File: config.mk
export PLATFORM = sky130hd
export DESIGN_NAME = int_add_acc_drain_flat
export DESIGN_NICKNAME = d
export VERILOG_FILES = /design/src/rtl/int_add_acc_drain_if.sv /design/src/rtl/int_add_acc_drain.sv /design/src/flat_wrapper.sv
export SDC_FILE = /design/constraint.sdc
export NUM_CORES = 1
export LEC_CHECK = 0
export ABC_AREA = 1
export CORE_ASPECT_RATIO = 1.2
export CORE_UTILIZATION = 50
export CTS_BUF_LIST = sky130_fd_sc_hd__clkbuf_8
export DETAILED_ROUTE_END_ITERATION = 16
export PLACE_DENSITY = 0.74
export REMOVE_ABC_BUFFERS = 1
export SKIP_LAST_GASP = 1
export SYNTH_ARGS = -nofsm -noshare
export SYNTH_HDL_FRONTEND = slang
export SYNTH_SLANG_ARGS = --single-unit
File: constraint.sdc
create_clock -name clk -period 3.89 [get_ports clk]
set_clock_uncertainty 0.05 [all_clocks]
set_input_delay 0.778 -clock clk [delete_from_list [all_inputs] [get_ports clk]]
set_output_delay 0.778 -clock clk [all_outputs]
set_load 0.05 [all_outputs]
File: src/rtl/int_add_acc_drain_if.sv
// Bundle of the sample input stream, result handshake and drop status for
// int_add_acc_drain. The master drives samples and out_ready; the slave is the accumulator.
interface int_add_acc_drain_if #(
    parameter int DATA_PATH_BITWIDTH = 32,
    parameter int ACC_LEN_LOG2       = 4,
    parameter int DROP_CNT_BITWIDTH  = 16
);
    logic                                       in_valid;
    logic [DATA_PATH_BITWIDTH-1:0]              in_data;
    logic                                       in_apx;
    logic                                       in_ready;
    logic                                       out_valid;
    logic                                       out_ready;
    logic [DATA_PATH_BITWIDTH+ACC_LEN_LOG2-1:0] out_sum;
    logic [DATA_PATH_BITWIDTH-1:0]              out_mean;
    logic [ACC_LEN_LOG2:0]                      out_apx_cnt;
    logic [DROP_CNT_BITWIDTH-1:0]               drop_cnt;
    logic                                       drop_flag;

    modport master (
        output in_valid, in_data, in_apx, out_ready,
        input  in_ready, out_valid, out_sum, out_mean, out_apx_cnt, drop_cnt, drop_flag
    );

    modport slave (
        input  in_valid, in_data, in_apx, out_ready,
        output in_ready, out_valid, out_sum, out_mean, out_apx_cnt, drop_cnt, drop_flag
    );
endinterface

File: src/rtl/int_add_acc_drain.sv
// Accumulates blocks of 2^ACC_LEN_LOG2 adder results and presents sum, mean and
// approximate-sample count over a valid/ready handshake, counting samples dropped under back-pressure.
module int_add_acc_drain #(
    parameter int DATA_PATH_BITWIDTH = 32,
    parameter int ACC_LEN_LOG2       = 4,
    parameter int DROP_CNT_BITWIDTH  = 16
) (
    input  logic                 clk,
    input  logic                 rst,
    int_add_acc_drain_if.slave   bus
);
    localparam int SUM_W = DATA_PATH_BITWIDTH + ACC_LEN_LOG2;
    localparam int CNT_W = ACC_LEN_LOG2 + 1;
    localparam logic [CNT_W-1:0] LAST_IDX = CNT_W'((1 << ACC_LEN_LOG2) - 1);

    typedef enum logic {ACCUM, HOLD} state_t;

    state_t                       state_reg, state_next;
    logic [SUM_W-1:0]             acc_reg, acc_next;
    logic [CNT_W-1:0]             cnt_reg, cnt_next;
    logic [CNT_W-1:0]             apx_acc_reg, apx_acc_next;
    logic [SUM_W-1:0]             sum_out_reg, sum_out_next;
    logic [CNT_W-1:0]             apx_out_reg, apx_out_next;
    logic [DROP_CNT_BITWIDTH-1:0] drop_cnt_reg, drop_cnt_next;
    logic                         drop_flag_reg, drop_flag_next;

    logic             in_ready;
    logic             accept;
    logic             drop;
    logic [SUM_W-1:0] data_ext;
    logic [CNT_W-1:0] apx_ext;

    // While a result is held, a new sample is only taken when the result leaves on the same edge.
    assign in_ready = (state_reg == ACCUM) || bus.out_ready;
    assign accept   = bus.in_valid && in_ready;
    assign drop     = bus.in_valid && !in_ready;
    assign data_ext = SUM_W'(bus.in_data);
    assign apx_ext  = CNT_W'(bus.in_apx);

    always_comb begin
        state_next     = state_reg;
        acc_next       = acc_reg;
        cnt_next       = cnt_reg;
        apx_acc_next   = apx_acc_reg;
        sum_out_next   = sum_out_reg;
        apx_out_next   = apx_out_reg;
        drop_cnt_next  = drop_cnt_reg;
        drop_flag_next = drop_flag_reg;

        case (state_reg)
            ACCUM: begin
                if (accept) begin
                    if (cnt_reg == LAST_IDX) begin
                        sum_out_next = acc_reg + data_ext;
                        apx_out_next = apx_acc_reg + apx_ext;
                        acc_next     = '0;
                        cnt_next     = '0;
                        apx_acc_next = '0;
                        state_next   = HOLD;
                    end else begin
                        acc_next     = acc_reg + data_ext;
                        cnt_next     = cnt_reg + CNT_W'(1);
                        apx_acc_next = apx_acc_reg + apx_ext;
                    end
                end
            end
            HOLD: begin
                if (bus.out_ready) begin
                    state_next = ACCUM;
                    // A block is at least two samples, so the sample taken here never completes one.
                    if (accept) begin
                        acc_next     = data_ext;
                        cnt_next     = CNT_W'(1);
                        apx_acc_next = apx_ext;
                    end else begin
                        acc_next     = '0;
                        cnt_next     = '0;
                        apx_acc_next = '0;
                    end
                end
            end
            default: state_next = ACCUM;
        endcase

        if (drop) begin
            drop_flag_next = 1'b1;
            if (drop_cnt_reg != {DROP_CNT_BITWIDTH{1'b1}})
                drop_cnt_next = drop_cnt_reg + DROP_CNT_BITWIDTH'(1);
        end
    end

    always_ff @(posedge clk) begin
        if (rst) begin
            state_reg     <= ACCUM;
            acc_reg       <= '0;
            cnt_reg       <= '0;
            apx_acc_reg   <= '0;
            sum_out_reg   <= '0;
            apx_out_reg   <= '0;
            drop_cnt_reg  <= '0;
            drop_flag_reg <= 1'b0;
        end else begin
            state_reg     <= state_next;
            acc_reg       <= acc_next;
            cnt_reg       <= cnt_next;
            apx_acc_reg   <= apx_acc_next;
            sum_out_reg   <= sum_out_next;
            apx_out_reg   <= apx_out_next;
            drop_cnt_reg  <= drop_cnt_next;
            drop_flag_reg <= drop_flag_next;
        end
    end

    // Mean is the held sum with the block-length bits shifted out.
    generate
        for (genvar gi = 0; gi < DATA_PATH_BITWIDTH; gi++) begin : g_mean
            assign bus.out_mean[gi] = sum_out_reg[gi+ACC_LEN_LOG2];
        end
    endgenerate

    assign bus.in_ready    = in_ready;
    assign bus.out_valid   = (state_reg == HOLD);
    assign bus.out_sum     = sum_out_reg;
    assign bus.out_apx_cnt = apx_out_reg;
    assign bus.drop_cnt    = drop_cnt_reg;
    assign bus.drop_flag   = drop_flag_reg;
endmodule
File: src/flat_wrapper.sv
// flat-port wrapper written by rule: the top's interface ports become plain ports
module int_add_acc_drain_flat 
#(
    parameter int DATA_PATH_BITWIDTH = 32,
    parameter int ACC_LEN_LOG2       = 4,
    parameter int DROP_CNT_BITWIDTH  = 16
)
  (clk, rst, bus_in_valid, bus_in_data, bus_in_apx, bus_out_ready, bus_in_ready, bus_out_valid, bus_out_sum, bus_out_mean, bus_out_apx_cnt, bus_drop_cnt, bus_drop_flag);
  int_add_acc_drain_if #(.DATA_PATH_BITWIDTH(DATA_PATH_BITWIDTH), .ACC_LEN_LOG2(ACC_LEN_LOG2), .DROP_CNT_BITWIDTH(DROP_CNT_BITWIDTH)) bus_i ();
  input  logic clk;
  input  logic rst;
  input wire logic [$bits(bus_i.in_valid)-1:0] bus_in_valid;
  input wire logic [$bits(bus_i.in_data)-1:0] bus_in_data;
  input wire logic [$bits(bus_i.in_apx)-1:0] bus_in_apx;
  input wire logic [$bits(bus_i.out_ready)-1:0] bus_out_ready;
  output wire logic [$bits(bus_i.in_ready)-1:0] bus_in_ready;
  output wire logic [$bits(bus_i.out_valid)-1:0] bus_out_valid;
  output wire logic [$bits(bus_i.out_sum)-1:0] bus_out_sum;
  output wire logic [$bits(bus_i.out_mean)-1:0] bus_out_mean;
  output wire logic [$bits(bus_i.out_apx_cnt)-1:0] bus_out_apx_cnt;
  output wire logic [$bits(bus_i.drop_cnt)-1:0] bus_drop_cnt;
  output wire logic [$bits(bus_i.drop_flag)-1:0] bus_drop_flag;
  assign bus_i.in_valid = bus_in_valid;
  assign bus_i.in_data = bus_in_data;
  assign bus_i.in_apx = bus_in_apx;
  assign bus_i.out_ready = bus_out_ready;
  assign bus_in_ready = bus_i.in_ready;
  assign bus_out_valid = bus_i.out_valid;
  assign bus_out_sum = bus_i.out_sum;
  assign bus_out_mean = bus_i.out_mean;
  assign bus_out_apx_cnt = bus_i.out_apx_cnt;
  assign bus_drop_cnt = bus_i.drop_cnt;
  assign bus_drop_flag = bus_i.drop_flag;
  int_add_acc_drain #(.DATA_PATH_BITWIDTH(DATA_PATH_BITWIDTH), .ACC_LEN_LOG2(ACC_LEN_LOG2), .DROP_CNT_BITWIDTH(DROP_CNT_BITWIDTH)) u_core (.clk(clk), .rst(rst), .bus(bus_i));
endmodule
==> impl_metrics.env, run 1 <==
export IMPL_endpoint_kind="output pin"
export IMPL_cts_path_max_buffers=2
export IMPL_pwr_share_clk_pct=26.0
export IMPL_cts_made_buffers=9
export IMPL_gr_usage_all_layers_pct=26.2
export IMPL_grt_util_met1_pct=31.1
export IMPL_slew_violations=0
export IMPL_ant_nets=0
export IMPL_routedWlPerCell_um=13.8
export IMPL_route_detailed_drc=0
export IMPL_synth_top_area_cell="dfxtp_1"
export IMPL_multi_input_area_mm2=0.00408
export IMPL_route_vias_total=7186
export IMPL_cts_resized=0
export IMPL_initial_utilization_pct=51.5
export IMPL_final_min_clock_period_ns=3.09
export IMPL_die_w_um=111
export IMPL_drive_above_1_share_pct=4.79
export IMPL_clock_sinks=105
export IMPL_p_int_mw=1.62
export IMPL_design_area_mm2=0.00845
export IMPL_nNetsFinal=1281
export IMPL_max_freq_mhz=324
export IMPL_maxSlewHeadroom_pct=41.2
export IMPL_synth_avg_cell_area_um2=6.32
export IMPL_final_setup_viol_count=0
export IMPL_setup_worst_path_start_class="primary input"
export IMPL_via_per_inst=5.20
export IMPL_io_buffer_count=128
export IMPL_synth_top_area_share_pct=29.6
export IMPL_hp_class="flop to flop"
export IMPL_hold_buffers=0
export IMPL_required_ns=3.06
export IMPL_core_mm2=0.0138
export IMPL_syn_area_mm2=0.00711
export IMPL_tns_ns=0
export IMPL_fin_crit_sh_pct=79.4
export IMPL_insertion_delay_ns=0.39
export IMPL_grt_pass1_wl_mm=31.6
export IMPL_ys_ff_latch=105
export IMPL_antenna_found_initial=0
export IMPL_grt_overflow_total=0
export IMPL_clk_pin_slew_worst_paths_ns=0.10
export IMPL_async_reset_ff_share_pct=0
export IMPL_dr_first_iter_drc_count=490
export IMPL_grt_pass1_vias=6767
export IMPL_grt_busiest_layer="met2"
export IMPL_postPlaceCellArea_mm2=0.00827
export IMPL_yosys_warnings=0
export IMPL_syn_inst=1126
export IMPL_leakagePower_nw=4.08
export IMPL_synth_most_common_cell="nand2_1"
export IMPL_dp_hpwl_mm=14.0
export IMPL_pwr_density_cell_mw_per_mm2=301
export IMPL_htree_levels=3
export IMPL_die_area_mm2=0.0147
export IMPL_seq_area_frac_synth_pct=29.6
export IMPL_num_rows=47
export IMPL_instances_no_fill=1383
export IMPL_max_cap_violations=0
export IMPL_synth_cell_types=38
export IMPL_rsz0062_at_grt="false"
export IMPL_synth_edf_count=0
export IMPL_p_sw_uw=923
export IMPL_sequentialPowerShare_pct=45.0
export IMPL_grt_max_degree=57
export IMPL_ys_top_cells_by_count="281 x nand2_1, 146 x inv_1, 139 x nor2_1"
export IMPL_die_y_um=133
export IMPL_ff_latch_area_mm2=0.00210
export IMPL_critical_path_arrival_ns=2.26
export IMPL_cts_setup_buffers=0
export IMPL_ios=129
export IMPL_fill_cells=1359
export IMPL_dr_pass1_iters=5
export IMPL_crit_type="primary input to output pin"
export IMPL_finalHoldViolations=0
export IMPL_diodes=0
export IMPL_tightest_slew_ns=0.881
export IMPL_area_growth_syn_to_layout_pct=18.8
export IMPL_cts_root_buf="clkbuf_8"
export IMPL_cp_max_fo=6
export IMPL_ys_top_cells_by_area="dfxtp_1 30%, nand2_1 15%, a21oi_1 8.7%, inv_1 7.7%, nor2_1 7.3%"
export IMPL_routed_wl_mm=19.1
export IMPL_synth_top_flop_cell="dfxtp_1"
export IMPL_power_frac_comb_pct=29.0
export IMPL_met3_usage_pct=2.84
export IMPL_cts_tree="yes"
export IMPL_place_gp_congestion=0.899
export IMPL_dp_cells=1367
export IMPL_power_switching_share_pct=36.4
export IMPL_status="finished clean"
export IMPL_peakVddDrop_mv=0.245
export IMPL_grt_use_met2_pct=47.4
[per-stage QoR]
| stage | hold WS [ns] | total power [mW] | util [%] | worst slack, ns |
|---|---|---|---|---|
| floorplan | 0.389 | 1.68 | - | 0.649 |
| global placement | 0.403 | 1.89 | 59.9 | 0.762 |
| detailed placement | 0.408 | 1.90 | 59.9 | 0.731 |
| CTS | 0.425 | 2.55 | 61.1 | 0.796 |
| global route | 0.446 | 2.69 | 61.1 | 0.744 |
| finish | 0.423 | 2.54 | 61.1 | 0.800 |
[power by group through the flow]
stage	Clock (mW)	Combinational, mW	Sequential [mW]
after floorplan	0	0.519	1.16
after global placement	0	0.722	1.17
after detailed placement	0	0.730	1.17
after CTS	0.676	0.734	1.14
after global routing	0.705	0.831	1.15
final	0.659	0.737	1.14
[layout make-up]
class                           instances  share of cell area (%)
Multi-Input combinational cell        808                    48.2
Sequential cell                       105                    24.9
Timing Repair Buffer                  134                    15.6
Inverter                              149                    6.62
Tap cell                              171                    2.53
Clock buffer                            9                    1.47
Clock inverter                          7                   0.622
[kinds of logic after synthesis]
kind of cell	synth area share, %
AO/OA/AOI/OAI	15.8
buffers and inverters	13.4
AND/OR/NAND/NOR	31.7
flip-flops	29.6
XOR/XNOR	2.96
adder cells (fa/ha/maj)	6.62
[worst paths after layout]
kind,from,to,slack [ns],cells after the start
setup / recovery,bus_out_ready,bus_in_ready,0.80,4
hold / removal,u_core.cnt_reg[3]$_SDFFE_PP0P_,u_core.cnt_reg[3]$_SDFFE_PP0P_,0.42,2
setup reg to reg,u_core.acc_reg[0]$_SDFFE_PP0P_,u_core.bus.out_sum[24]$_SDFFE_PP0P_,1.64,14
hold reg to reg,u_core.cnt_reg[3]$_SDFFE_PP0P_,u_core.cnt_reg[3]$_SDFFE_PP0P_,0.42,2
[worst max-delay path, stage by stage]
cell             delay [ns]
clkdlybuf4s50_1        0.48
inv_1                  0.05
nand2_2                0.13
clkdlybuf4s50_1        0.82
[metal layers]
layer | vias to the layer above | share of wire, %
met5 | - | 0
met4 | 0 | 2.9
met3 | 43 | 4.2
met2 | 197 | 49
met1 | 3230 | 44
li1 | 3716 | -
[cells in the final DEF (no fill, tap or decap), types with 2 or more instances in the layout]
| master | count |
|---|---|
| nor2_4 | 7 |
| clkbuf_8 | 9 |
| nand3_2 | 5 |
| nor2_2 | 6 |
| nor2_1 | 137 |
| nand3_1 | 52 |
| nor4_1 | 2 |
| ha_1 | 36 |
| clkdlybuf4s50_1 | 127 |
| nand2_2 | 8 |
| xor2_1 | 20 |
| clkinvlp_4 | 2 |
| dfxtp_1 | 105 |
| nand3b_1 | 3 |
| nor3b_2 | 2 |
| buf_4 | 6 |
| nor3_2 | 3 |
| inv_2 | 3 |
| o21ai_1 | 3 |
| inv_1 | 147 |
| o21ai_0 | 81 |
| inv_6 | 2 |
| nand2_1 | 281 |
| nand4_1 | 3 |
| a21oi_1 | 124 |
| nor3_1 | 16 |
| o21bai_1 | 5 |
| xnor2_1 | 4 |
Power figures use the tool's default switching activity.
==> run 2, diff against run 1 <==
==> constraint.sdc (replaced) <==
create_clock -name clk -period 3.15 [get_ports clk]
set_clock_uncertainty 0.05 [all_clocks]
set_input_delay 0.63 -clock clk [delete_from_list [all_inputs] [get_ports clk]]
set_output_delay 0.63 -clock clk [all_outputs]
set_load 0.05 [all_outputs]
==> impl_metrics.env, run 2 (synthesis results as in run 1) <==
export IMPL_status="finished clean"
export IMPL_ios=129
export IMPL_insertion_delay_ns=0.40
export IMPL_leakagePower_nw=4.10
export IMPL_highest_layer="met4"
export IMPL_nNetsFinal=1283
export IMPL_endpoint="u_core.bus.out_sum[30]$_SDFFE_PP0P_"
export IMPL_grt_pass1_wl_mm=32.5
export IMPL_die_y_um=133
export IMPL_num_rows=47
export IMPL_r2r_start="u_core.acc_reg[0]$_SDFFE_PP0P_"
export IMPL_gr_usage_all_layers_pct=27.3
export IMPL_design_area_mm2=0.00849
export IMPL_dr_first_iter_drc_count=391
export IMPL_pwr_density_cell_mw_per_mm2=374
export IMPL_dr_pass1_iters=5
export IMPL_slew_violations=0
export IMPL_route_detailed_drc=0
export IMPL_area_growth_syn_to_layout_pct=19.4
export IMPL_ant_nets=0
export IMPL_required_ns=3.41
export IMPL_r2r_end="u_core.bus.out_sum[30]$_SDFFE_PP0P_"
export IMPL_cts_setup_buffers=0
export IMPL_worst_hold_slack_ns=0.420
export IMPL_cts_path_max_buffers=2
export IMPL_route_vias_total=7285
export IMPL_wl_met1_mm=8.57
export IMPL_r2r_slack_ns=0.92
export IMPL_tns_ns=0
export IMPL_final_common_cell="nand2_1"
export IMPL_min_from="u_core.cnt_reg[4]$_SDFFE_PP0P_"
export IMPL_final_min_clock_period_ns=2.59
export IMPL_die_w_um=111
export IMPL_wl_met2_mm=9.90
export IMPL_critical_path_arrival_ns=2.85
export IMPL_cts_root_buf="clkbuf_8"
export IMPL_clk_pin_slew_worst_paths_ns=0.12
export IMPL_cts_made_buffers=9
export IMPL_fill_cells=1368
export IMPL_hp_class="flop to flop"
export IMPL_postPlaceCellArea_mm2=0.00830
export IMPL_cts_tree="yes"
export IMPL_fin_crit_sh_pct=82.3
export IMPL_cp_max_fo=3
export IMPL_endpoint_kind="flop"
export IMPL_antenna_found_initial=0
export IMPL_max_freq_mhz=386
export IMPL_cts_resized=0
export IMPL_reg2reg_depth=14
export IMPL_max_cap_violations=0
export IMPL_place_ws_ns=0.152
export IMPL_routed_wl_mm=19.7
export IMPL_final_setup_viol_count=0
export IMPL_mostFrequentLayoutCells="281 x nand2_1, 146 x inv_1, 137 x nor2_1, 126 x clkdlybuf4s50_1, 124 x a21oi_1"
export IMPL_crit_type="primary input to flop"
export IMPL_initial_utilization_pct=51.5
export IMPL_htree_levels=3
export IMPL_die_area_mm2=0.0147
export IMPL_tightest_slew_ns=0.652
export IMPL_layout_setup_ws_ns=0.559
export IMPL_maxSlewHeadroom_pct=56.5
export IMPL_finalHoldViolations=0
export IMPL_diodes=0
export IMPL_critPathLaunch="bus_in_data[0]"
export IMPL_setup_worst_path_start_class="primary input"
export IMPL_grt_pass1_vias=6865
export IMPL_drive_above_1_share_pct=5.11
export IMPL_hold_buffers=0
export IMPL_rsz0062_at_grt="false"
export IMPL_core_mm2=0.0138
export IMPL_io_buffer_count=128
export IMPL_place_gp_congestion=0.919
export IMPL_grt_overflow_total=0
export IMPL_via_per_inst=5.26
export IMPL_grt_max_degree=57
export IMPL_clock_sinks=105
export IMPL_peakVddDrop_mv=0.307
export IMPL_routedWlPerCell_um=14.2
export IMPL_routed_wl_met3_um=750
export IMPL_dp_hpwl_mm=14.6
export IMPL_finalCoreUtilization_pct=61.5
-- run 2: area by class of cell --
cell class	instances	area, um2	share of cell area (%)
Clock buffer	9	124	1.46
Clock inverter	7	65.1	0.766
Sequential cell	105	2100	24.7
Multi-Input combinational cell	808	4070	47.9
Tap cell	171	214	2.52
Inverter	149	559	6.59
Timing Repair Buffer	136	1360	16.0
-- run 2: worst min path at each step --
stage / endpoint / slack [ns] / depth (start not counted)
global route: u_core.cnt_reg[4]$_SDFFE_PP0P_ / 0.44 / 2
global placement: u_core.cnt_reg[4]$_SDFFE_PP0P_ / 0.40 / 2
CTS: u_core.cnt_reg[4]$_SDFFE_PP0P_ / 0.42 / 2
finish: u_core.cnt_reg[4]$_SDFFE_PP0P_ / 0.42 / 2
detailed placement: u_core.cnt_reg[3]$_SDFFE_PP0P_ / 0.41 / 2
floorplan: u_core.cnt_reg[4]$_SDFFE_PP0P_ / 0.39 / 2
-- run 2: report_power, final --
group	switching, mW	total (mW)	leakage [nW]	internal (mW)
Sequential	0.0302	1.41	0.855	1.38
Combinational	0.595	0.919	3.16	0.324
Clock	0.542	0.844	0.0905	0.303
-- run 2: metal layers --
layer  GRT usage, %  vias up
li1               -     3722
met4           12.6        0
met5              0        -
met3           3.25       32
met1           31.3     3354
met2           50.1      177
-- run 2: per-stage QoR --
| stage | instances | total power, mW |
|---|---|---|
| after floorplan | 1062 | 2.07 |
| after global placement | 1369 | 2.34 |
| after detailed placement | 1369 | 2.35 |
| after CTS | 1385 | 3.19 |
| after global routing | 1385 | 3.36 |
| final | 1385 | 3.17 |
-- run 2: critical path, cell delays in order --
cell	delay, ns
clkdlybuf4s50_1	0.42
ha_1	0.25
fa_1	0.43
nand3_1	0.11
nand3_2	0.09
nand2_1	0.07
nand2_1	0.08
nand3_1	0.08
nand2_1	0.15
nand2_1	0.15
nand2_1	0.06
nand2_1	0.07
nand2_1	0.07
o21ai_0	0.14
inv_1	0.06
==> run 3, diff against run 2 <==
--- a/config.mk
+++ b/config.mk
@@ -10,7 +10,7 @@
 export CORE_UTILIZATION = 50
 export CTS_BUF_LIST = sky130_fd_sc_hd__clkbuf_8
 export DETAILED_ROUTE_END_ITERATION = 16
-export PLACE_DENSITY = 0.74
+export PLACE_DENSITY = 0.77
 export REMOVE_ABC_BUFFERS = 1
 export SKIP_LAST_GASP = 1
 export SYNTH_ARGS = -nofsm -noshare
==> constraint.sdc (replaced) <==
create_clock -name clk -period 2.35 [get_ports clk]
set_clock_uncertainty 0.05 [all_clocks]
set_input_delay 0.47 -clock clk [delete_from_list [all_inputs] [get_ports clk]]
set_output_delay 0.47 -clock clk [all_outputs]
set_load 0.05 [all_outputs]
==> impl_metrics.env, run 3 (synthesis results as in run 1) <==
export IMPL_status="finished clean"
export IMPL_power_switching_share_pct=35.3
export IMPL_clk_pin_slew_worst_paths_ns=0.10
export IMPL_cts_setup_buffers=0
export IMPL_final_common_cell="nand2_1"
export IMPL_final_setup_viol_count=0
export IMPL_cts_root_buf="clkbuf_8"
export IMPL_grt_max_degree=45
export IMPL_sequentialPowerShare_pct=42.1
export IMPL_diodes=0
export IMPL_design_area_mm2=0.00935
export IMPL_required_ns=2.60
export IMPL_min_from="u_core.cnt_reg[4]$_SDFFE_PP0P_"
export IMPL_critical_path_arrival_ns=2.50
export IMPL_peakVddDrop_mv=0.266
export IMPL_htree_levels=3
export IMPL_max_freq_mhz=443
export IMPL_cts_tree="yes"
export IMPL_cts_path_max_buffers=2
export IMPL_power_frac_comb_pct=34.6
export IMPL_drive_above_1_share_pct=13.5
export IMPL_max_cap_violations=0
export IMPL_grt_overflow_total=0
export IMPL_num_rows=47
export IMPL_cts_made_buffers=9
export IMPL_clock_sinks=105
export IMPL_reg2reg_depth=10
export IMPL_die_y_um=133
export IMPL_routed_wl_mm=20.4
export IMPL_r2r_start="u_core.acc_reg[21]$_SDFFE_PP0P_"
export IMPL_insertion_delay_ns=0.39
export IMPL_finalHoldViolations=0
export IMPL_p_sw_mw=1.60
export IMPL_r2r_slack_ns=0.33
export IMPL_r2r_end="u_core.bus.out_sum[30]$_SDFFE_PP0P_"
export IMPL_crit_type="primary input to flop"
export IMPL_endpoint_kind="flop"
export IMPL_slew_violations=0
export IMPL_setup_worst_path_start_class="primary input"
export IMPL_maxSlewHeadroom_pct=59.4
export IMPL_hold_depth=2
export IMPL_worstPathCellList="clkdlybuf4s50_1 -> ha_1 -> a21oi_1 -> nand2_1 -> o21bai_1 -> a21oi_1 -> nand2_1 -> nand2_1 -> nand2_1 -> o21ai_1 -> inv_1"
export IMPL_place_gp_congestion=0.909
export IMPL_route_vias_total=7547
export IMPL_fin_crit_sh_pct=96.0
export IMPL_postPlaceCellArea_mm2=0.00894
export IMPL_worst_path_most_repeated_cell="nand2_1"
export IMPL_dr_first_iter_drc_count=535
export IMPL_grt_pass1_vias=7191
export IMPL_via_per_inst=5.15
export IMPL_tightest_slew_ns=0.608
export IMPL_core_mm2=0.0138
export IMPL_ios=129
export IMPL_routedWlPerCell_um=13.9
export IMPL_cpMaxStageDelayCell="clkdlybuf4s50_1"
export IMPL_initial_utilization_pct=51.5
export IMPL_area_growth_syn_to_layout_pct=31.4
export IMPL_route_detailed_drc=0
export IMPL_p_int_mw=2.93
export IMPL_pwr_share_clk_pct=23.3
export IMPL_pwr_density_cell_mw_per_mm2=485
export IMPL_leakagePower_nw=4.51
export IMPL_final_min_clock_period_ns=2.26
export IMPL_power_mw=4.53
export IMPL_ant_nets=0
export IMPL_max_stage_delay_ns=0.44
export IMPL_mostFrequentLayoutCells="275 x nand2_1, 146 x inv_1, 135 x nor2_1, 125 x clkdlybuf4s50_1, 119 x a21oi_1"
export IMPL_die_area_mm2=0.0147
export IMPL_nNetsFinal=1365
export IMPL_die_w_um=111
export IMPL_io_buffer_count=128
export IMPL_antenna_found_initial=0
export IMPL_cp_max_fo=4
export IMPL_hp_class="flop to flop"
export IMPL_grt_pass1_wl_mm=33.2
export IMPL_dp_hpwl_mm=15.4
export IMPL_hold_buffers=0
export IMPL_dr_pass1_iters=5
export IMPL_gr_usage_all_layers_pct=27.7
export IMPL_hold_end="u_core.cnt_reg[4]$_SDFFE_PP0P_"
==> run 3: worst max-delay path: cells and delay by family <==
family,cells,cell delay (ns)
AO/OA/AOI/OAI,4,0.84
buffers and inverters,2,0.50
adder cells (fa/ha/maj),1,0.36
AND/OR/NAND/NOR,4,0.33
==> run 3: cell type report <==
class                      instances  area [um2]
multi-input combinational        808        4310
sequential                       105        2100
timing repair buffer             218        2000
clock inverter                     5        40.0
inverter                         149         559
clock buffer                       9         124
tap                              171         214
fill                            1249        4470
==> run 3: power groups by stage <==
stage	clock network (mW)	logic, mW	registers [mW]
final	1.06	1.57	1.91
after global routing	1.13	1.75	1.91
after CTS	1.08	1.47	1.89
after detailed placement	0	1.47	1.93
after global placement	0	1.45	1.93
after floorplan	0	0.860	1.92
==> run 3: how the worst max path moves through the flow <==
stage	start	cells past startpoint	to	slack, ns
finish	bus_in_data[21]	11	u_core.bus.out_sum[30]$_SDFFE_PP0P_	0.09
floorplan	u_core.bus.out_valid$_SDFF_PP0_	6	u_core.bus.out_sum[19]$_SDFFE_PP0P_	-0.68
global route	bus_in_data[16]	13	u_core.bus.out_sum[26]$_SDFFE_PP0P_	-0.05
detailed placement	bus_in_data[0]	15	u_core.bus.out_sum[30]$_SDFFE_PP0P_	-0.42
global placement	bus_in_data[0]	15	u_core.bus.out_sum[32]$_SDFFE_PP0P_	-0.35
CTS	bus_in_data[0]	15	u_core.bus.out_sum[30]$_SDFFE_PP0P_	0.008
==> run 3: layer usage <==
layer	track usage, %	routed length (um)	vias to the layer above	share of wire, %
met3	2.66	756	40	3.7
met2	53.0	10500	187	52
met1	30.6	8560	3453	42
met4	12.8	585	0	2.9
met5	0	0	-	0
li1	-	-	3867	-
==> run 3: stage by stage <==
step           std cells  utilization (%)  TNS, ns  setup slack, ns  hold WS [ns]
2_1_floorplan       1062                -   -17.97           -0.684         0.389
3_3_place_gp        1451             64.7   -12.91           -0.353         0.401
3_5_place_dp        1451             64.7   -13.84           -0.421         0.410
4_1_cts             1465             65.9        0          0.00802         0.425
5_1_grt             1465             67.6  -0.0719          -0.0504         0.461
6_report            1465             67.6        0           0.0929         0.427
==> run 3: timing repair <==
item                       in CTS  in global routing
resized for setup               0                 37
setup endpoints to repair       0                 31
hold endpoints to repair        0                  0
